==> src/rtl/top_top.sv <==
// bfloat16 log2 unit: four register levels, one operand per cycle.
// Define FLOG_SUBNORMAL_EN to normalize subnormals instead of flushing.
module top_top (
  input  logic       clk,
  input  logic       rst,
  input  logic       sign,
  input  logic [7:0] exponent,
  input  logic [6:0] fractional,
  input  logic       input_valid,
  output logic       s_res_o,
  output logic [7:0] e_res_o,
  output logic [6:0] f_res_o,
  output logic       valid_o
);

  localparam logic [15:0] QNAN = 16'h7FC0;
  localparam logic [15:0] NINF = 16'hFF80;
  localparam logic [15:0] PINF = 16'h7F80;

  // round(log2(1+i/128)*2^16) by repeated squaring, elaboration only
  function automatic logic [15:0] lg(input int i);
    logic [63:0] x;
    logic [63:0] sq;
    logic [17:0] b;
    x = 64'(128 + i) << 24;
    b = '0;
    for (int k = 0; k < 17; k++) begin
      sq = x * x;
      if (sq[63]) begin
        b = {b[16:0], 1'b1};
        x = sq >> 32;
      end else begin
        b = {b[16:0], 1'b0};
        x = sq >> 31;
      end
    end
    lg = 16'((b + 18'd1) >> 1);
  endfunction

  function automatic logic [4:0] lead25(input logic [24:0] a);
    lead25 = '0;
    for (int i = 0; i < 25; i++)
      if (a[i]) lead25 = 5'(i);
  endfunction

`ifdef FLOG_SUBNORMAL_EN
  function automatic logic [2:0] lead7(input logic [6:0] a);
    lead7 = '0;
    for (int i = 0; i < 7; i++)
      if (a[i]) lead7 = 3'(i);
  endfunction
`endif

  logic [15:0] lut [128];
  for (genvar g = 0; g < 128; g++) begin : g_lut
    assign lut[g] = lg(g);
  end

  logic        v0_q, v0_d;
  logic        sg0_q, sg0_d;
  logic [7:0]  ex0_q, ex0_d;
  logic [6:0]  fr0_q, fr0_d;

  logic        v1_q, v1_d;
  logic        sp1_q, sp1_d;
  logic [15:0] res1_q, res1_d;
  logic [8:0]  eu1_q, eu1_d;
  logic [15:0] l1_q, l1_d;
  logic [6:0]  fe;

  logic        v2_q, v2_d;
  logic        sp2_q, sp2_d;
  logic [15:0] res2_q, res2_d;
  logic        s2_q, s2_d;
  logic [24:0] a2_q, a2_d;
  logic [4:0]  p2_q, p2_d;
  logic [24:0] vv;

  logic        vo_q, vo_d;
  logic [15:0] out_q, out_d;
  logic [24:0] sh;
  logic [7:0]  mant;
  logic [7:0]  ex3;
  logic        rup;

  // capture the operand fields
  always_comb begin
    v0_d  = input_valid;
    sg0_d = sign;
    ex0_d = exponent;
    fr0_d = fractional;
  end

  // classify specials, get unbiased exponent and table value
  always_comb begin
`ifdef FLOG_SUBNORMAL_EN
    logic [2:0] k;
    k = lead7(fr0_q);
`endif
    v1_d   = v0_q;
    sp1_d  = 1'b0;
    res1_d = '0;
    eu1_d  = 9'(ex0_q) - 9'd127;
    fe     = fr0_q;
    if (ex0_q == 8'hFF && fr0_q != '0) begin
      sp1_d  = 1'b1;
      res1_d = QNAN;
    end else if (ex0_q == 8'h00 && fr0_q == '0) begin
      sp1_d  = 1'b1;
      res1_d = NINF;
    end else if (ex0_q == 8'hFF) begin
      sp1_d  = 1'b1;
      res1_d = sg0_q ? QNAN : PINF;
`ifndef FLOG_SUBNORMAL_EN
    end else if (ex0_q == 8'h00) begin
      sp1_d  = 1'b1;
      res1_d = NINF;
`endif
    end else if (sg0_q) begin
      sp1_d  = 1'b1;
      res1_d = QNAN;
`ifdef FLOG_SUBNORMAL_EN
    end else if (ex0_q == 8'h00) begin
      eu1_d = 9'(k) - 9'd133;
      fe    = fr0_q << (3'd7 - k);
`endif
    end
    l1_d = lut[fe];
  end

  // fixed-point log, magnitude and leading-one position
  always_comb begin
    v2_d   = v1_q;
    sp2_d  = sp1_q;
    res2_d = res1_q;
    vv     = {eu1_q, 16'h0} + {9'h0, l1_q};
    s2_d   = vv[24];
    a2_d   = vv[24] ? -vv : vv;
    p2_d   = lead25(a2_d);
  end

  // normalize, round to nearest-even, pick special or zero
  always_comb begin
    sh    = a2_q << (5'd24 - p2_q);
    rup   = sh[16] & ((|sh[15:0]) | sh[17]);
    mant  = {1'b0, sh[23:17]} + {7'h0, rup};
    ex3   = 8'(p2_q) + 8'd111 + {7'h0, mant[7]};
    vo_d  = v2_q;
    out_d = out_q;
    if (v2_q) begin
      if (sp2_q) out_d = res2_q;
      else if (a2_q == '0) out_d = 16'h0000;
      else out_d = {s2_q, ex3, mant[6:0]};
    end
  end

  // pipeline registers, all cleared by reset
  always_ff @(posedge clk or negedge rst) begin
    if (!rst) begin
      v0_q   <= 1'b0;
      sg0_q  <= 1'b0;
      ex0_q  <= '0;
      fr0_q  <= '0;
      v1_q   <= 1'b0;
      sp1_q  <= 1'b0;
      res1_q <= '0;
      eu1_q  <= '0;
      l1_q   <= '0;
      v2_q   <= 1'b0;
      sp2_q  <= 1'b0;
      res2_q <= '0;
      s2_q   <= 1'b0;
      a2_q   <= '0;
      p2_q   <= '0;
      vo_q   <= 1'b0;
      out_q  <= '0;
    end else begin
      v0_q   <= v0_d;
      sg0_q  <= sg0_d;
      ex0_q  <= ex0_d;
      fr0_q  <= fr0_d;
      v1_q   <= v1_d;
      sp1_q  <= sp1_d;
      res1_q <= res1_d;
      eu1_q  <= eu1_d;
      l1_q   <= l1_d;
      v2_q   <= v2_d;
      sp2_q  <= sp2_d;
      res2_q <= res2_d;
      s2_q   <= s2_d;
      a2_q   <= a2_d;
      p2_q   <= p2_d;
      vo_q   <= vo_d;
      out_q  <= out_d;
    end
  end

  assign s_res_o = out_q[15];
  assign e_res_o = out_q[14:7];
  assign f_res_o = out_q[6:0];
  assign valid_o = vo_q;

endmodule

==> config.mk <==
export PLATFORM = sky130hd
export DESIGN_NAME = top_top
export DESIGN_NICKNAME = d
export VERILOG_FILES = /design/src/rtl/top_top.sv
export SDC_FILE = /design/constraint.sdc
export NUM_CORES = 1
export LEC_CHECK = 0
export ABC_AREA = 1
export CORE_ASPECT_RATIO = 0.8
export CORE_MARGIN = 2
export CORE_UTILIZATION = 58
export DETAILED_ROUTE_END_ITERATION = 8
export PLACE_DENSITY_LB_ADDON = 0.25
export REMOVE_ABC_BUFFERS = 1
export SYNTH_ARGS = -nofsm -noshare
export SYNTH_HDL_FRONTEND = slang
export SYNTH_SLANG_ARGS = --single-unit
==> constraint.sdc <==
create_clock -name clk -period 4.1 [get_ports clk]
set_clock_uncertainty 0.15 [all_clocks]
set_input_delay 0.82 -clock clk [delete_from_list [all_inputs] [get_ports clk]]
set_output_delay 0.82 -clock clk [all_outputs]
set_load 0.05 [all_outputs]
== Word-level counts from Yosys, hierarchy flattened ==
Memories as Yosys holds them, arrays and structs flattened. A register that Yosys moved wholly into a read port is not among the register bits.
Cells that the tools add are included.
Cells by class
  add/sub/neg operators: 7
  equality and inequality tests: 1
  shift operators: 1
  muxes and demuxes: 38
  bitwise logic cells: 3
  reduce and logical (&&, ||, !) cells: 8
Operators with widths (count)
  2-to-1 mux 5 bit: 23
  2-to-1 mux 16 bit: 6
  adder 25 x 16 -> 25 bit: 1
  logical NOT 25 bit: 1
  2-to-1 mux 25 bit: 1
  negator 25 bit: 1
  << shifter 25 x 5 -> 24 bit: 1
  OR reduction 16 bit: 1
  2-to-1 mux 15 bit: 1
  subtractor 8 x 7 -> 9 bit (second input constant): 1
  adder 5 x 7 -> 8 bit (second input constant): 1
  adder 7 x 1 -> 8 bit: 1
  adder 8 x 1 -> 8 bit: 1
  equality test 8 bit (second input constant): 1
  logical NOT 8 bit: 1
  NOT 7 -> 8 bit: 1
  logical NOT 7 bit: 1
  2-to-1 mux 7 bit: 1
  nonzero test 7 bit: 1
  2-to-1 mux 1 bit: 6
  subtractor 5 bit (first input constant): 1
  logical AND 1 bit: 2
  bitwise AND 1 bit: 1
  logical NOT 1 bit: 1
  bitwise OR 1 bit: 1
Storage, ports and cells
  bits in registers: 110
  ROM bits: 2048
  input port bits: 19
  output and inout bits: 17
  word-level logic and storage cells: 75
  memories kept: 1
Memories
  (no name shown): depth 128, bits a word 16, rd ports 1, clocked after Yosys merged registers in 1, write ports 0, RTL line 128  | l1_d = lut[fe];

== Longest topological paths before layout ==
Gate-level depths: netlist of run 1.
  depth after elaboration: 27
  mapped depth: 28
  mapped depth without buffers: 28

== Worst setup path after synthesis of run 1 ==
Ideal clock, no wire load.
  path kind: register to register
  start point: register p2_q[0]
  end point: register out_q[11]
  library setup time: 0.077 ns
  data arrival time: 3.096 ns
  required time: 3.873 ns
  slack: 0.776 ns
  cell stages (with the launch flop): 24
  path buffers: 3
  period minus slack after synthesis: 3.324 ns
  cell sequence: dfrtp_1 -> buf_4 -> inv_2 -> ha_1 -> buf_2 -> inv_2 -> buf_2 -> nand2_1 -> o21ai_0 -> o21ai_0 -> or2_2 -> o211ai_1 -> o21ai_1 -> nand4_1 -> nor2_2 -> nand3b_1 -> ha_1 -> ha_1 -> inv_1 -> nor2_1 -> nand2_1 -> a21oi_1 -> o21ai_0 -> a21oi_1
On the way
  cells in the longest elaborated chain, start to end: 9
  elaborated cells on any way between the ends: 10
RTL lines
  start: declaration: RTL line 76  | logic [4:0] p2_q, p2_d;
  start signal: assignment: RTL line 192  | p2_q <= p2_d;
  subtractor 5 bit: RTL line 144  | sh = a2_q << (5'd24 - p2_q);
  << shifter 25 x 5 -> 24 bit: RTL line 144
  OR reduction 16 bit: RTL line 145  | rup = sh[16] & ((|sh[15:0]) | sh[17]);
  bitwise OR 1 bit: RTL line 145
  bitwise AND 1 bit: RTL line 145
  adder 7 x 1 -> 8 bit: RTL line 146  | mant = {1'b0, sh[23:17]} + {7'h0, rup};
  adder 8 x 1 -> 8 bit (*): RTL line 147  | ex3 = 8'(p2_q) + 8'd111 + {7'h0, mant[7]};
  2-to-1 mux 16 bit (*): RTL line 152  | else if (a2_q == '0) out_d = 16'h0000;
  2-to-1 mux 16 bit (*): RTL line 151  | if (sp2_q) out_d = res2_q;
  end signal: assignment: RTL line 194  | out_q <= out_d;
  end: declaration: RTL line 80  | logic [15:0] out_q, out_d;
Every way passes the cells marked *; elsewhere a longest branch is shown, timed or not.
A chain may end at the register's enable or synchronous reset.

== Final worst setup path of run 1 ==
Same ends and word-level chain as after synthesis.

==> results.cfg, run 1 <==
[clock_tree]
cts_sinks = 98
cts_resized = 0
post-cts-setup-buffers = 0
numCtsBuffers = 9
cts-root-buf = clkbuf_16
htree_levels = 3
insertion_delay_ns = 0.35
cts_hold_buf = 0
cts_tree = built
clkTransAtPathRegs_ns = 0.07
cts.path.max_buffers = 2

[worst_setup_path]
critical_path_arrival_ns = 3.73
cpMaxStageDelayCell = nor3_1
crit_chain = inv_2, ha_1, xor2_1, inv_1, nor3_1, a31oi_1, inv_1, nand2_1, inv_2, nand4_1, nor2_2, nand3b_1, ha_1, ha_1, inv_1, nor2_1, nand2_1, a21oi_1, o21ai_0, a21oi_1
crit_fanout = 22
rr_worst_depth = 20
start_kind = flop
worst-path-buf-inv = 5
required_ns = 4.16
r2r-start = p2_q[0]
r2r-end = out_q[11]
rrSetupSlack_ns = 0.43
cp-end-kind = flop
critPathTopFamily = simple AND/OR/NAND/NOR gates
cp_slowest_stage_delay_ns = 0.48
path_class = reg2reg

[synthesis]
netlist_area_mm2 = 0.00739
netlist_instances = 1072
ys_seq_area_share_pct = 33.2
yosysTopAreaCell = dfrtp_1
ys_top_cells_by_area = dfrtp_1, nand2_1, o21ai_0, inv_1, nor2_1
synth_top_area_share_pct = 33.2
ys_seq_elements = 98
synth_ff_type = dfrtp_1
postSynth.asyncResetShare_pct = 100
yosysWarnings = 0
synth_cell_type_count = 60
synth_edf_count = 0
syn_avg_cell_area_um2 = 6.89

[global_routing]
first_global_vias = 7076
antenna_found_initial = 0
grt.overflow.total = 0
track_usage_pct = 35.0
grt_first_pass_wirelength_mm = 37.1
grt_start_max_net_pins = 43

[layout]
design_area_mm2 = 0.00823
fin_nets = 1136
nFillCells = 1047
drive_gt1_share_pct = 6.73
instances_no_fill = 1271
diodes = 0
area_delta_synth_final_pct = 11.3
utilization_pct = 66.9

[min_path]
hold_class = reg2reg
min_to = v1_q
hold_depth = 0
worstHoldStart = v0_q

[sta]
post-route-period-util_pct = 89.5
finalMaxSlewViolations = 0
finalSetupTns_ns = 0
hold_violations = 0
setup_viol = 0
finalCriticalPeriod_ns = 3.67
holdWs_ns = 0.205
final.setup.worst_slack_ns = 0.429
slew_headroom_pct = 28.6
worst_slew_pin_slew_ns = 1.06
rsz0062_at_grt = false
fmax_mhz = 272

[floorplan]
ioPinCount = 36
num_rows = 36
dieArea_mm2 = 0.0137
fp.dieW_um = 130
coreArea_mm2 = 0.0123
initial_core_util_pct = 60.1
fp.dieH_um = 105

[route]
vias = 7718
drc = 0
drt_iter0_markers = 1216
dr.pass1.iters = 7
wl_per_cell_um = 18.0
vias_per_cell = 6.07
ant_nets = 0
wl_mm = 22.9

[power]
leakage_nw = 3.87
peakVddDrop_mv = 0.296
p_per_area_mw_per_mm2 = 393
power_mw = 3.23

[placement]
numPortBuffers = 35
dpl.cell_count = 1255
post_dp_cell_area_mm2 = 0.00792
hpwl_mm = 17.5
place_congestion = 1.10
post-place-ws_ns = 0.537

[flow_run]
maxCapViolations = 0

[run_status]
status = complete, no violations
-- power by group --
part / switching, mW / internal (mW) / leakage [nW] / total (mW)
sequential: 0.0917 / 1.07 / 1.15 / 1.16
clock: 0.407 / 0.433 / 0.148 / 0.839
combinational: 0.825 / 0.405 / 2.58 / 1.23
-- how the worst max path moves through the flow --
| stage | start | endpoint | slack (ns) | cells past startpoint |
|---|---|---|---|---|
| global placement | p2_q[0] | out_q[11] | 0.67 | 22 |
| global route | p2_q[0] | out_q[11] | 0.07 | 20 |
| detailed placement | p2_q[0] | out_q[11] | 0.54 | 22 |
| floorplan | p2_q[0] | out_q[11] | -0.69 | 20 |
| CTS | p2_q[0] | out_q[11] | 0.49 | 22 |
| finish | p2_q[0] | out_q[11] | 0.43 | 20 |
-- cell type report --
| type | count | area (um^2) | share of cell area, % |
|---|---|---|---|
| clock inverters | 7 | 78.8 | 0.958 |
| flip-flops and latches | 98 | 2450 | 29.8 |
| multi-input cells | 779 | 4170 | 50.7 |
| inverters | 147 | 552 | 6.71 |
| clock buffers | 9 | 225 | 2.74 |
| well taps | 171 | 214 | 2.60 |
| repair buffers | 60 | 536 | 6.51 |
-- cells by family after synthesis --
kind of cell,Yosys count,synth area share [%]
flip-flops,98,33.2
buffers and inverters,195,10.4
AO/OA/AOI/OAI,267,21.8
AND/OR/NAND/NOR,461,26.9
multiplexers,9,1.22
adder cells (fa/ha/maj),22,3.72
XOR/XNOR,20,2.83
-- Yosys cell counts, types with 9 or more instances --
cell type and count:
a21oi_1 53, a31oi_1 15, buf_2 11, clkbuf_1 32
dfrtp_1 98, ha_1 22, inv_1 136, mux2i_1 9
nand2_1 229, nand3_1 46, nand4_1 11, nor2_1 113
nor3_1 17, nor4_1 16, o211ai_1 15, o21ai_0 104
o21ai_1 15, or2_2 9, xor2_1 15
-- cell usage in the layout (no fill, tap or decap), types with 16 or more instances in the layout --
| master | synthesis | layout |
|---|---|---|
| a21oi_1 | 53 | 53 |
| buf_4 | 2 | 26 |
| clkdlybuf4s50_1 | 0 | 34 |
| dfrtp_1 | 98 | 98 |
| ha_1 | 22 | 22 |
| inv_1 | 136 | 136 |
| nand2_1 | 229 | 229 |
| nand3_1 | 46 | 46 |
| nor2_1 | 113 | 113 |
| nor3_1 | 17 | 17 |
| nor4_1 | 16 | 16 |
| o21ai_0 | 104 | 104 |
-- per-layer routing --
| layer | GRT usage (%) | share of wire (%) |
|---|---|---|
| met2 | 44.7 | 38 |
| met4 | 7.83 | 2.3 |
| met1 | 52.3 | 45 |
| met3 | 16.6 | 15 |
| met5 | 6.67 | 0.33 |
-- registers in the layout (all words and copies together) (netlist names), 3 cells and up --
name,cells
fe,7
p2_q,5
out_q,16
ex0_q,8
a2_q,25
l1_q,16
eu1_q,9
res1_q,3
res2_q,3
No activity file was read; power rests on OpenSTA's default activity.
==> inputs of run 2 (changes only) <==
Settings changed: CTS_BUF_LIST from default to sky130_fd_sc_hd__clkbuf_4 sky130_fd_sc_hd__clkbuf_8, PLACE_DENSITY from default to 0.85, PLACE_DENSITY_LB_ADDON 0.25 to default.
==> run 2 against run 1 <==
Net effect:
- wire length is 12% higher
- non-clock buffer count is 2 higher
- worst hold slack better by 0.0067 ns
- first-iteration DRC count is 13% higher
- critical path depth is 2 higher
- die area stayed put
- utilization is 0.66 points lower
- register-to-register slack worse by 0.02 ns
- critical endpoint unchanged
- highest routed layer unchanged
==> results.cfg, run 2 (synthesis gave the netlist of run 1 again) <==
[layout]
top_register = a2_q
area_delta_synth_final_pct = 10.2
final_common_cell = nand2_1
fin_nets = 1138
drive_gt1_share_pct = 6.90
layout_common_cells = nand2_1, inv_1, nor2_1
diodes = 0
largest_reg_flops = 25
nFillCells = 1066
design_area_mm2 = 0.00815
top_regs = a2_q x25, l1_q x16, out_q x16

[worst_setup_path]
path_class = reg2reg
worst-path-buf-inv = 4
rr_worst_depth = 22
rrSetupSlack_ns = 0.41
critPathCapture = out_q[11]
r2r-end = out_q[11]
cp-startpoint = p2_q[0]
critical_path_arrival_ns = 3.87
cpMaxStageDelayCell = dfrtp_1
critPathTopFamily = simple AND/OR/NAND/NOR gates
cp_slowest_stage_delay_ns = 0.40
r2r-start = p2_q[0]
required_ns = 4.28
crit_fanout = 17
path_depth = 22
start_kind = flop
cp-end-kind = flop
crit_chain = inv_2, ha_1, buf_4, or2_2, o21a_1, o211ai_1, o21ai_1, nand2_1, o21ai_0, nand2_1, inv_2, nand4_1, nor2_2, nand3b_1, ha_1, ha_1, inv_1, nor2_1, nand2_1, a21oi_1, o21ai_0, a21oi_1

[route]
wl_mm = 25.5
drc = 0
drt_iter0_markers = 1372
ant_nets = 0
vias = 8097
dr.pass1.iters = 8
wl_per_cell_um = 20.0
vias_per_cell = 6.36

[clock_tree]
cts_resized = 0
cts-root-buf = clkbuf_8
clkTransAtPathRegs_ns = 0.11
post-cts-setup-buffers = 0
cts_tree = built
htree_levels = 3
cts.path.max_buffers = 2
cts_sinks = 98
numCtsBuffers = 9
cts_hold_buf = 0
insertion_delay_ns = 0.40

[power]
power_mw = 3.07
p_per_area_mw_per_mm2 = 376
peakVddDrop_mv = 0.304
leakage_nw = 3.84

[min_path]
worstHoldStart = v0_q
hold_class = reg2reg
hold_depth = 0

[sta]
slew_headroom_pct = 26.3
setup_viol = 0
worst_slew_pin_slew_ns = 1.10
holdWs_ns = 0.211
rsz0062_at_grt = false
finalMaxSlewViolations = 0
fmax_mhz = 271
post-route-period-util_pct = 90.1
finalCriticalPeriod_ns = 3.69
hold_violations = 0
final.setup.worst_slack_ns = 0.407
finalSetupTns_ns = 0

[floorplan]
fp.dieW_um = 130
num_rows = 36
initial_core_util_pct = 60.1
coreArea_mm2 = 0.0123
fp.dieH_um = 105
ioPinCount = 36
dieArea_mm2 = 0.0137

[global_routing]
grt_first_pass_wirelength_mm = 40.4
track_usage_pct = 38.7
antenna_found_initial = 0
first_global_vias = 7460
grt_start_max_net_pins = 45
grt.overflow.total = 0

[run_status]
status = complete, no violations

[flow_run]
maxCapViolations = 0

[placement]
place_congestion = 1.09
numPortBuffers = 35
hpwl_mm = 19.0
post-place-ws_ns = 0.499
post_dp_cell_area_mm2 = 0.00794
[run 2: power by group]
group	switching, mW	total, mW	internal, mW
clock	0.398	0.641	0.243
combinational	0.848	1.26	0.408
sequential	0.0990	1.17	1.07
[run 2: worst min path at each step]
| stage | endpoint | slack, ns |
|---|---|---|
| 4_1_cts | v2_q | 0.21 |
| 5_1_grt | v2_q | 0.23 |
| 6_report | v1_q | 0.21 |
| 3_3_place_gp | v1_q | 0.18 |
| 3_5_place_dp | res2_q[15] | 0.19 |
| 2_1_floorplan | res2_q[14] | 0.18 |
[run 2: metrics by stage]
stage               std cells  util (%)
CTS                      1273      66.2
global route             1273      66.2
global placement         1257      64.6
detailed placement       1257      64.6
finish                   1273      66.2
floorplan                1024         -
[run 2: final cells by class]
class / count / area [um^2] / share of cell area (%)
multi-input combinational: 779 / 4170 / 51.2
sequential: 98 / 2450 / 30.1
clock buffer: 9 / 124 / 1.52
tap: 171 / 214 / 2.63
clock inverter: 7 / 81.3 / 0.998
timing repair buffer: 62 / 551 / 6.76
inverter: 147 / 554 / 6.80
[run 2: metal layers]
metal  wire, um  vias to the layer above  share of wire [%]  global-route usage [%]
met1      10500                     3770                 41                    56.4
met4        567                        2                2.2                    8.29
met2      10200                      618                 40                    52.4
met5         80                        -               0.31                    4.71
met3       4150                       71                 16                    17.1
li1           -                     3636                  -                       -
==> inputs of run 3 (changes only) <==
Settings changed: SLEW_MARGIN from default to 10.
==> results of run 3 <==
Final layout, timing and power as in run 2 (identical DEF).
